## src/rtl/morse_receiver.sv

```systemverilog
// Morse line receiver: measures mark/space run lengths, assembles ITU symbols and strobes ASCII out.
// Optional MORSE_RX_ERR_EN adds o_err (pulsed with '?') and a saturating error counter o_err_cnt.
module morse_receiver #(
    parameter int UNIT_CYCLES = 1,
    parameter int CNT_W       = 8
) (
    input  logic       i_clk,
    input  logic       i_rst,
    input  logic       i_data_morse,
    output logic [7:0] o_char,
    output logic       o_valid,
    output logic       o_busy
`ifdef MORSE_RX_ERR_EN
    ,
    output logic       o_err,
    output logic [7:0] o_err_cnt
`endif
);

    localparam logic [CNT_W-1:0] DASH_MIN   = CNT_W'(2 * UNIT_CYCLES);
    localparam logic [CNT_W-1:0] LETTER_GAP = CNT_W'(3 * UNIT_CYCLES);
    localparam logic [CNT_W-1:0] WORD_GAP   = CNT_W'(6 * UNIT_CYCLES);

    typedef enum logic [1:0] {
        IDLE,
        MARK,
        SPACE
    } state_t;

    state_t           state;
    logic [CNT_W-1:0] run;
    logic [CNT_W-1:0] run_inc;
    logic [4:0]       pattern;
    logic [2:0]       len;
    logic             overflow;
    logic             word_pending;
    logic [7:0]       decoded;
    logic [7:0]       letter;

    // Elements are shifted in MSB-first (dot=0, dash=1); unused upper bits stay zero.
    function automatic logic [7:0] decode(input logic [2:0] n, input logic [4:0] p);
        logic [7:0] c;
        case ({n, p})
            {3'd1, 5'b00000}: c = 8'h45; // E
            {3'd1, 5'b00001}: c = 8'h54; // T
            {3'd2, 5'b00000}: c = 8'h49; // I
            {3'd2, 5'b00001}: c = 8'h41; // A
            {3'd2, 5'b00010}: c = 8'h4E; // N
            {3'd2, 5'b00011}: c = 8'h4D; // M
            {3'd3, 5'b00000}: c = 8'h53; // S
            {3'd3, 5'b00001}: c = 8'h55; // U
            {3'd3, 5'b00010}: c = 8'h52; // R
            {3'd3, 5'b00011}: c = 8'h57; // W
            {3'd3, 5'b00100}: c = 8'h44; // D
            {3'd3, 5'b00101}: c = 8'h4B; // K
            {3'd3, 5'b00110}: c = 8'h47; // G
            {3'd3, 5'b00111}: c = 8'h4F; // O
            {3'd4, 5'b00000}: c = 8'h48; // H
            {3'd4, 5'b00001}: c = 8'h56; // V
            {3'd4, 5'b00010}: c = 8'h46; // F
            {3'd4, 5'b00100}: c = 8'h4C; // L
            {3'd4, 5'b00110}: c = 8'h50; // P
            {3'd4, 5'b00111}: c = 8'h4A; // J
            {3'd4, 5'b01000}: c = 8'h42; // B
            {3'd4, 5'b01001}: c = 8'h58; // X
            {3'd4, 5'b01010}: c = 8'h43; // C
            {3'd4, 5'b01011}: c = 8'h59; // Y
            {3'd4, 5'b01100}: c = 8'h5A; // Z
            {3'd4, 5'b01101}: c = 8'h51; // Q
            {3'd5, 5'b00000}: c = 8'h35; // 5
            {3'd5, 5'b00001}: c = 8'h34; // 4
            {3'd5, 5'b00011}: c = 8'h33; // 3
            {3'd5, 5'b00111}: c = 8'h32; // 2
            {3'd5, 5'b01111}: c = 8'h31; // 1
            {3'd5, 5'b10000}: c = 8'h36; // 6
            {3'd5, 5'b11000}: c = 8'h37; // 7
            {3'd5, 5'b11100}: c = 8'h38; // 8
            {3'd5, 5'b11110}: c = 8'h39; // 9
            {3'd5, 5'b11111}: c = 8'h30; // 0
            default:          c = 8'h3F; // ?
        endcase
        return c;
    endfunction

    assign run_inc = (&run) ? run : run + 1'b1;
    assign decoded = decode(len, pattern);
    assign letter  = overflow ? 8'h3F : decoded;
    assign o_busy  = (state != IDLE);

    // The 0 that ends a mark is already the first gap unit, so SPACE starts with run=1.
    always_ff @(posedge i_clk or posedge i_rst) begin
        if (i_rst) begin
            state        <= IDLE;
            run          <= '0;
            pattern      <= '0;
            len          <= '0;
            overflow     <= 1'b0;
            word_pending <= 1'b0;
            o_char       <= 8'h00;
            o_valid      <= 1'b0;
`ifdef MORSE_RX_ERR_EN
            o_err        <= 1'b0;
            o_err_cnt    <= 8'h00;
`endif
        end else begin
            o_valid <= 1'b0;
`ifdef MORSE_RX_ERR_EN
            o_err   <= 1'b0;
`endif
            case (state)
                IDLE: begin
                    if (i_data_morse) begin
                        state <= MARK;
                        run   <= CNT_W'(1);
                    end
                end
                MARK: begin
                    if (i_data_morse) begin
                        run <= run_inc;
                    end else begin
                        if (len == 3'd5) begin
                            overflow <= 1'b1;
                        end else begin
                            pattern <= {pattern[3:0], (run >= DASH_MIN)};
                            len     <= len + 3'd1;
                        end
                        state <= SPACE;
                        run   <= CNT_W'(1);
                    end
                end
                SPACE: begin
                    if (i_data_morse) begin
                        state        <= MARK;
                        run          <= CNT_W'(1);
                        word_pending <= 1'b0;
                    end else begin
                        run <= run_inc;
                        if (run_inc == LETTER_GAP && len != 3'd0) begin
                            o_char       <= letter;
                            o_valid      <= 1'b1;
                            pattern      <= '0;
                            len          <= '0;
                            overflow     <= 1'b0;
                            word_pending <= 1'b1;
`ifdef MORSE_RX_ERR_EN
                            if (letter == 8'h3F) begin
                                o_err <= 1'b1;
                                if (o_err_cnt != 8'hFF) o_err_cnt <= o_err_cnt + 8'd1;
                            end
`endif
                        end else if (run_inc == WORD_GAP && word_pending) begin
                            o_char       <= 8'h20;
                            o_valid      <= 1'b1;
                            word_pending <= 1'b0;
                            state        <= IDLE;
                            run          <= '0;
                        end
                    end
                end
                default: state <= IDLE;
            endcase
        end
    end

endmodule

```

## config.mk

```make
export PLATFORM = sky130hd
export DESIGN_NAME = morse_receiver
export DESIGN_NICKNAME = d
export VERILOG_FILES = /design/src/rtl/morse_receiver.sv
export SDC_FILE = /design/constraint.sdc
export NUM_CORES = 1
export LEC_CHECK = 0
export CAP_MARGIN = 20
export CORE_ASPECT_RATIO = 1.25
export CORE_MARGIN = 2
export CORE_UTILIZATION = 25
export DETAILED_ROUTE_END_ITERATION = 8
export GPL_TIMING_DRIVEN = 0
export PLACE_DENSITY = 0.39
export SLEW_MARGIN = 20
export SYNTH_ARGS = -nofsm -noshare
export SYNTH_HDL_FRONTEND = slang
export SYNTH_SLANG_ARGS = --single-unit
```

## constraint.sdc

```tcl
create_clock -name i_clk -period 2.85 [get_ports i_clk]
set_input_delay 0.4275 -clock i_clk [delete_from_list [all_inputs] [get_ports i_clk]]
set_output_delay 0.4275 -clock i_clk [all_outputs]
set_load 0.05 [all_outputs]
```

==> out/qor.log, run 1 <==
[outcome] status complete, no violations
[clock_network] clock tree from TritonCTS done
[pwr] Pleak 1.14 nW
[critical_path] worst reg2reg path startpoint run[1]$_DFFE_PP0P_
[pwr] pwr dens 930 mW/mm^2
[synthesis] primary flip-flop cell chosen by synthesis mapping sky130_fd_sc_hd__dfrtp_1
[global_route] maximum number of pins on one net before global-route repair 29
[timing] number of slew-limit violations in the final report 0
[critical_path] Stages on worst setup path 7
[timing] slew of the pin with the lowest slew margin 0.655 ns
[timing] crit share post-route 94.6%
[clock_network] hold bufs inserted after CTS 0
[final_layout] number of nets in the layout 343
[timing] worst slew margin relative to its limit 55.8%
[synthesis] Warnings, synthesis 0
[critical_path] end of the worst register-to-register path len[2]$_DFFE_PP0P_
[final_layout] layout cell share with drive strength beyond 1 11.6%
[pwr] worst vdd ir 0.270 mV
[clock_network] H-tree levels 1
[synthesis] compound-cell area share of the yosys netlist 28.9%
[floorplan] I/O pin count 13
[critical_path] Arr. time, crit path 2.85 ns
[critical_path] critical path endpoint category register
[global_route] global-route congestion overflow total 0
[route] DRT iter0 DRCs 111
[floorplan] Total Die Area 0.0109 sq mm
[route] number of DRC violations after detailed routing 0
[floorplan] die span in y 116 microns
[place] Detailed Place HPWL 5.75 mm
[synthesis] area fraction of the dominant cell type after synthesis 27.9%
[critical_path] largest delay contributor family on the critical path compound AO/OA/AOI/OAI gates
[critical_path] crit-path max cell delay 0.50 ns
[timing] post-route clock skew 0.00370 ns
[synthesis] number of nets in the synthesized netlist 327
[clock_network] Clock Sinks 28
[run] Max Cap Violations 0
[place] area of placed instances 0.00278 sq mm
[synthesis] fraction of the mapped netlist area in adder cells 4.48%
[critical_path] start point of the critical path run[1]$_DFFE_PP0P_
[critical_path] Bufs and invs on worst path 0
[clock_network] clk slew on worst S/H paths 0.08 ns
[synthesis] combinational family with the most area after synthesis compound AO/OA/AOI/OAI gates
[timing] achievable frequency 0.371 GHz
[floorplan] number of placement rows 40
[floorplan] Die X-Extent 93.7 microns
[final_layout] top library cells by usage in the layout, fill and taps aside 33 x sky130_fd_sc_hd__nand2_1, 28 x sky130_fd_sc_hd__dfrtp_1, 23 x sky130_fd_sc_hd__a21oi_1, 20 x sky130_fd_sc_hd__o21ai_0, 15 x sky130_fd_sc_hd__inv_1
[timing] # setup viols final 0
[critical_path] required time of the critical path 3.01 ns
[critical_path] Register-to-Register Setup Slack 0.15 ns
[synthesis] count of distinct cell types in the synthesized netlist 68
[global_route] antenna violations before repair 0
[synthesis] Seq cells post-synth 28
[final_layout] Ant. Diodes 0
[synthesis] count of mapped cells out of synthesis 315
[clock_network] TritonCTS buffer count 3
[place] RePlAce Congestion 0.857
[synthesis] Post-Synthesis Cell Area 0.00251 sq mm
[global_route] number of global-route vias before repair 2489
[synthesis] EDFF count, synth 0
[place] count of input and output buffers 11
[clock_network] number of gates resized after cts 0
[floorplan] area of the core 0.00971 sq mm
[timing] number of hold violations in the final report 0
[clock_network] setup fix buffers added after clock tree synthesis 0
[final_layout] Area Overhead vs Synth 14.6%
[synthesis] multiplexer share of the synthesized area 1.49%
[synthesis] top cell type by total area after synthesis sky130_fd_sc_hd__dfrtp_1
[final_layout] leading cell type in the layout, fill and taps excluded sky130_fd_sc_hd__nand2_1
[final_layout] area of all placed cells without fillers 0.00288 sq mm
[worst_hold_path] HP Class register to register
[route] number of vias per cell after detailed routing 5.38
[synthesis] sequential area share after synthesis 27.9%
[route] number of search-and-repair iterations in the first detailed-routing pass 5
[critical_path] critical path's slowest cell sky130_fd_sc_hd__dfrtp_1
[synthesis] async set-reset flop share out of synthesis 100%
[critical_path] startpoint type of the worst setup path register
[route] number of nets still failing antenna checks after routing 0
[synthesis] syn_area_per_cell 7.98 sq um
[global_route] wire length of the first global-routing pass 12.6 mm
[floorplan] effective utilization at floorplan 25.9%
[critical_path] worst-path cell chain ha_1 > nand3_1 > nor3_1 > o22ai_2 > o31ai_1 > o2111ai_2 > a211o_1
[synthesis] simple-gate portion of the synthesized area 27.1%
[timing] unrepaired setup endpoints after global routing false
[critical_path] number of cells on the worst reg-to-reg path 7
[route] WL/cell 16.8 microns
[global_route] gr usage total 14.5%
[critical_path] type of the setup path with the least slack register to register
[route] via total after detailed routing 2450
[critical_path] Critical Path End len[2]$_DFFE_PP0P_
[clock_network] clock root buffer sky130_fd_sc_hd__clkbuf_16
[timing] final sum of negative setup slack 0 ns
[synthesis] dominant cells by area after synthesis sky130_fd_sc_hd__dfrtp_1 28%, sky130_fd_sc_hd__nand2_1 4.9%, sky130_fd_sc_hd__a21oi_1 4.8%
[route] total routed wirelength 7.67 mm
[critical_path] maximum fanout along the worst path 9
[clock_network] Max Root-Sink Buffers 2
[synthesis] xor and xnor area share after synthesis 1.39%
[clock_network] worst skew pair latency 0.27 ns
[timing] Period minus WS final 2.70 ns
[logic make-up after synthesis]
logic type,after synthesis
AOI/OAI and AO/OA,105
xor gates and xnor gates,4
adders and majority gates,9
buffers and inverters,45
DFF,28
muxes,3
other,1
and+or+nand+nor,120
[how the worst min path moves through the flow]
stage	startpoint	end	slack (ns)	cells past startpoint
after global placement	o_char[1]$_DFFE_PP0P_	o_char[1]$_DFFE_PP0P_	0.47	2
final	o_char[1]$_DFFE_PP0P_	o_char[1]$_DFFE_PP0P_	0.49	2
after detailed placement	o_char[2]$_DFFE_PP0P_	o_char[2]$_DFFE_PP0P_	0.49	2
after CTS	o_char[1]$_DFFE_PP0P_	o_char[1]$_DFFE_PP0P_	0.50	2
after floorplan	word_pending$_DFFE_PP0P_	word_pending$_DFFE_PP0P_	0.48	2
after global routing	o_char[2]$_DFFE_PP0P_	o_char[2]$_DFFE_PP0P_	0.52	2
[stage by stage]
step | instances | util (%) | worst slack (ns) | hold slack (ns) | power, mW
after global routing | 455 | 29.7 | 0.00292 | 0.523 | 2.90
after CTS | 455 | 29.4 | 0.0895 | 0.504 | 2.66
final | 455 | 29.7 | 0.155 | 0.493 | 2.68
after detailed placement | 452 | 28.6 | 0.0828 | 0.486 | 2.32
after global placement | 452 | 28.6 | 0.0925 | 0.471 | 2.34
after floorplan | 315 | - | 0.435 | 0.484 | 1.83
[worst reg2reg max path, delay by kind of cell (launching register included)]
kind                     cells  cell delay [ns]
adder cells (fa/ha/maj)      1             0.30
AO/OA/AOI/OAI                4             1.22
flip-flops                   1             0.50
AND/OR/NAND/NOR              2             0.56
[where the power goes]
part	switching (mW)	total, mW	internal [mW]	leakage [nW]
Combinational	1.12	1.73	0.604	0.741
Sequential	0.106	0.618	0.512	0.365
Clock	0.149	0.336	0.187	0.0370
Total	1.38	2.68	1.30	1.14
[synthesized netlist by cell type (all sizes together) (5+ instances only)]
library cell / count
nand2: 33
dfrtp: 28
a21oi: 24
o21ai: 20
buf: 19
inv: 16
nor2: 14
nand3: 11
clkbuf: 10
ha: 9
nand4: 9
o31ai: 8
a22o: 7
nor2b: 7
nor3: 7
a211oi: 5
and3: 5
nor3b: 5
nor4b: 5
[state kept, by name, summed over array words and instances (netlist names)]
| name | count |
|---|---|
| word_pending | 1 |
| run | 8 |
| len | 3 |
| o_valid | 1 |
| pattern | 5 |
| o_char | 7 |
| state | 2 |
| overflow | 1 |
[layer usage]
layer,global-route usage (%),part of all wire (%)
met1,18.2,44
met2,25.8,52
met3,1.35,2.3
met4,5.51,1.8
met5,0,0
[layout make-up]
class / instances / area [sq um]
clock buffer: 3 / 75.1
timing repair buffer: 11 / 110
sequential: 28 / 701
tap: 126 / 158
fill: 1072 / 6830
buffer: 29 / 156
multi-input combinational: 242 / 1620
inverter: 16 / 60.1
(Power assumes the default switching activity.)
==> run 2, diff against run 1 <==
REMOVE_ABC_BUFFERS = 1   (was not set)
==> run 2 against run 1 <==
  * Non-clock buffer count decreased by 26
  * Register-to-register slack improved by 0.06 ns
  * Sequential share of layout area increased by 0.94 points
  * Critical path depth unchanged
  * Clock skew increased by 0.0048 ns
  * Combinational power decreased by 17%
  * Core utilization decreased by 0.90 points
  * Worst setup slack improved by 0.063 ns
  * Flip-flop and latch count unchanged
  * Sequential power increased by 38%
  * Count of clock-buffer cells in the layout unchanged
  * Total power increased by 1.8%
==> out/qor.log, run 2 (synthesis gave the netlist of run 1 again) <==
[critical_path] worst-path cell chain ha_1 > and3_1 > mux2_4 > o22ai_2 > o31ai_1 > o2111ai_2 > a211o_1
[place] placed cells 423 [-6.4%]
[critical_path] number of cells on the worst reg-to-reg path 7 [unchanged]
[global_route] global-route congestion overflow total 0 [unchanged]
[global_route] maximum number of pins on one net before global-route repair 29 [unchanged]
[critical_path] Arr. time, crit path 2.79 ns [-0.06 ns]
[floorplan] Die X-Extent 93.7 microns [unchanged]
[critical_path] Register-to-Register Setup Slack 0.22 ns [+0.06 ns]
[route] WL/cell 16.7 microns [-0.91%]
[pwr] worst vdd ir 0.254 mV [-6.1%]
[pwr] pwr dens 977 mW/mm^2 [+5.0%]
[final_layout] number of flip-flops in the largest register 8 [unchanged]
[route] number of search-and-repair iterations in the first detailed-routing pass 4 [-1]
[clock_network] clk slew on worst S/H paths 0.08 ns [about the same]
[timing] achievable frequency 0.380 GHz [+2.4%]
[route] number of DRC violations after detailed routing 0 [unchanged]
[final_layout] Area Overhead vs Synth 11.1%
[final_layout] leading cell type in the layout, fill and taps excluded sky130_fd_sc_hd__nand2_1
[route] number of nets still failing antenna checks after routing 0 [unchanged]
[clock_network] H-tree levels 1 [unchanged]
[pwr] Pleak 1.07 nW [-6.2%]
[worst_hold_path] HP Class register to register
[critical_path] startpoint type of the worst setup path register
[final_layout] layout cell share with drive strength beyond 1 10.2% [-1.4 points]
[route] number of vias per cell after detailed routing 5.46 [+1.5%]
[timing] # setup viols final 0 [unchanged]
[timing] Period minus WS final 2.63 ns [-0.0633 ns]
[final_layout] top library cells by usage in the layout, fill and taps aside 33 x sky130_fd_sc_hd__nand2_1, 24 x sky130_fd_sc_hd__dfrtp_1, 22 x sky130_fd_sc_hd__a21oi_1, 20 x sky130_fd_sc_hd__o21ai_0, 15 x sky130_fd_sc_hd__inv_1
[final_layout] Filler Cells Inserted 1072 [unchanged]
[critical_path] critical path endpoint category register
[route] DRT iter0 DRCs 108 [-2.7%]
[final_layout] Ant. Diodes 0 [unchanged]
[global_route] wire length of the first global-routing pass 12.0 mm [-4.9%]
[global_route] antenna violations before repair 0 [unchanged]
[timing] slew of the pin with the lowest slew margin 0.771 ns [+0.117 ns]
[timing] post-route worst hold slack 0.492 ns [-0.00161 ns]
[timing] number of hold violations in the final report 0 [unchanged]
[timing] worst slew margin relative to its limit 48.6% [-7.2 points]
[run] Max Cap Violations 0 [unchanged]
[timing] number of slew-limit violations in the final report 0 [unchanged]
[timing] post-route clock skew 0.00853 ns [+0.00483 ns]
[clock_network] clock root buffer sky130_fd_sc_hd__clkbuf_16
[critical_path] crit-path max cell delay 0.50 ns [about the same]
[route] via total after detailed routing 2349 [-4.1%]
[floorplan] Total Die Area 0.0109 sq mm [unchanged]
[final_layout] final std cells w/o fill 430 [-5.5%]
[floorplan] area of the core 0.00971 sq mm [unchanged]
[floorplan] die span in y 116 microns [unchanged]
[final_layout] register ranked first by flip-flop count run
[floorplan] I/O pin count 13 [unchanged]
[clock_network] clock tree from TritonCTS done
[worst_hold_path] Hold Path Depth 2 [unchanged]
[final_layout] number of nets in the layout 317 [-7.6%]
[clock_network] Max Root-Sink Buffers 2 [unchanged]
[global_route] gr usage total 13.7% [-0.85 points]
[route] total routed wirelength 7.18 mm [-6.4%]
[critical_path] required time of the critical path 3.01 ns [about the same]
[final_layout] Regs by FF count run x8, o_char x7, pattern x5
[clock_network] TritonCTS buffer count 3 [unchanged]
[place] Detailed Place HPWL 4.95 mm [-14%]
[timing] crit share post-route 92.3% [-2.2 points]
[floorplan] effective utilization at floorplan 25.9% [unchanged]
[timing] unrepaired setup endpoints after global routing false
[critical_path] critical path's slowest cell sky130_fd_sc_hd__dfrtp_1
[floorplan] number of placement rows 40 [unchanged]
[clock_network] Clock Sinks 28 [unchanged]
[place] count of input and output buffers 11 [unchanged]
[clock_network] worst skew pair latency 0.27 ns [about the same]
[critical_path] maximum fanout along the worst path 9 [unchanged]
[place] RePlAce Congestion 0.767 [-10%]
[critical_path] type of the setup path with the least slack register to register
[global_route] number of global-route vias before repair 2309 [-7.2%]
[outcome] status complete, no violations
[run 2: cell types whose count changed in the layout (fill, tap and decap cells not counted), sizes merged]
cell and delta:
buf -16, clkbuf -10, bufinv +1
[run 2: worst paths after layout]
path	end	start
min in group asynchronous	o_char[4]$_DFFE_PP0P_	i_rst
hold / removal	o_char[0]$_DFFE_PP0P_	o_char[0]$_DFFE_PP0P_
hold reg to reg	o_char[0]$_DFFE_PP0P_	o_char[0]$_DFFE_PP0P_
max in group asynchronous	pattern[1]$_DFFE_PP0P_	i_rst
setup reg to reg	len[2]$_DFFE_PP0P_	run[1]$_DFFE_PP0P_
setup / recovery	len[2]$_DFFE_PP0P_	run[1]$_DFFE_PP0P_
[run 2: worst max-delay path: cells and delay by family (launching register included)]
kind / cells / cell delay, ns
mux: 1 / 0.23
flops: 1 / 0.50
compound gates: 4 / 1.13
fa+ha+maj: 1 / 0.28
simple gates: 1 / 0.37
[run 2: layout make-up]
type                       count  area [sq um]  share of cell area, %
inverter                      16          60.1                   2.15
sequential                    28           706                   25.3
clock buffer                   3          75.1                   2.69
timing repair buffer          14           133                   4.75
clock inverter                 1          30.0                   1.07
multi-input combinational    242          1630                   58.4
tap                          126           158                   5.64
[run 2: metrics by stage]
| step | cell area (sq um) | TNS (ns) | utilization (%) | power (mW) | setup slack (ns) |
|---|---|---|---|---|---|
| detailed placement | 2630 | -0.125 | 27.0 | 2.22 | -0.0719 |
| global route | 2790 | 0 | 28.8 | 2.95 | 0.0104 |
| global placement | 2630 | -0.403 | 27.0 | 2.22 | -0.145 |
| CTS | 2740 | 0 | 28.2 | 2.68 | 0.00876 |
| floorplan | 2360 | 0 | - | 1.75 | 0.476 |
| finish | 2790 | 0 | 28.8 | 2.73 | 0.218 |
[run 2: power by group]
part | total [mW] | leakage (nW) | internal, mW | switching (mW)
clock network | 0.434 | 0.0511 | 0.280 | 0.154
registers | 0.853 | 0.360 | 0.513 | 0.339
logic | 1.44 | 0.661 | 0.584 | 0.858
total | 2.73 | 1.07 | 1.38 | 1.35
[run 2: layer usage]
| metal | vias to the layer above | GRT usage [%] | wire, microns |
|---|---|---|---|
| met1 | 1133 | 17.7 | 3200 |
| met3 | 9 | 1.35 | 177 |
| met4 | 0 | 4.06 | 79 |
| li1 | 1154 | - | - |
| met5 | - | 0 | 0 |
| met2 | 53 | 24.0 | 3730 |
[run 2: repair_timing]
action	CTS	global route
cloned	0	0
endpoints found under the setup margin	2	19
hold buffers	0	0
setup buffers	0	3
gates resized for setup	1	8
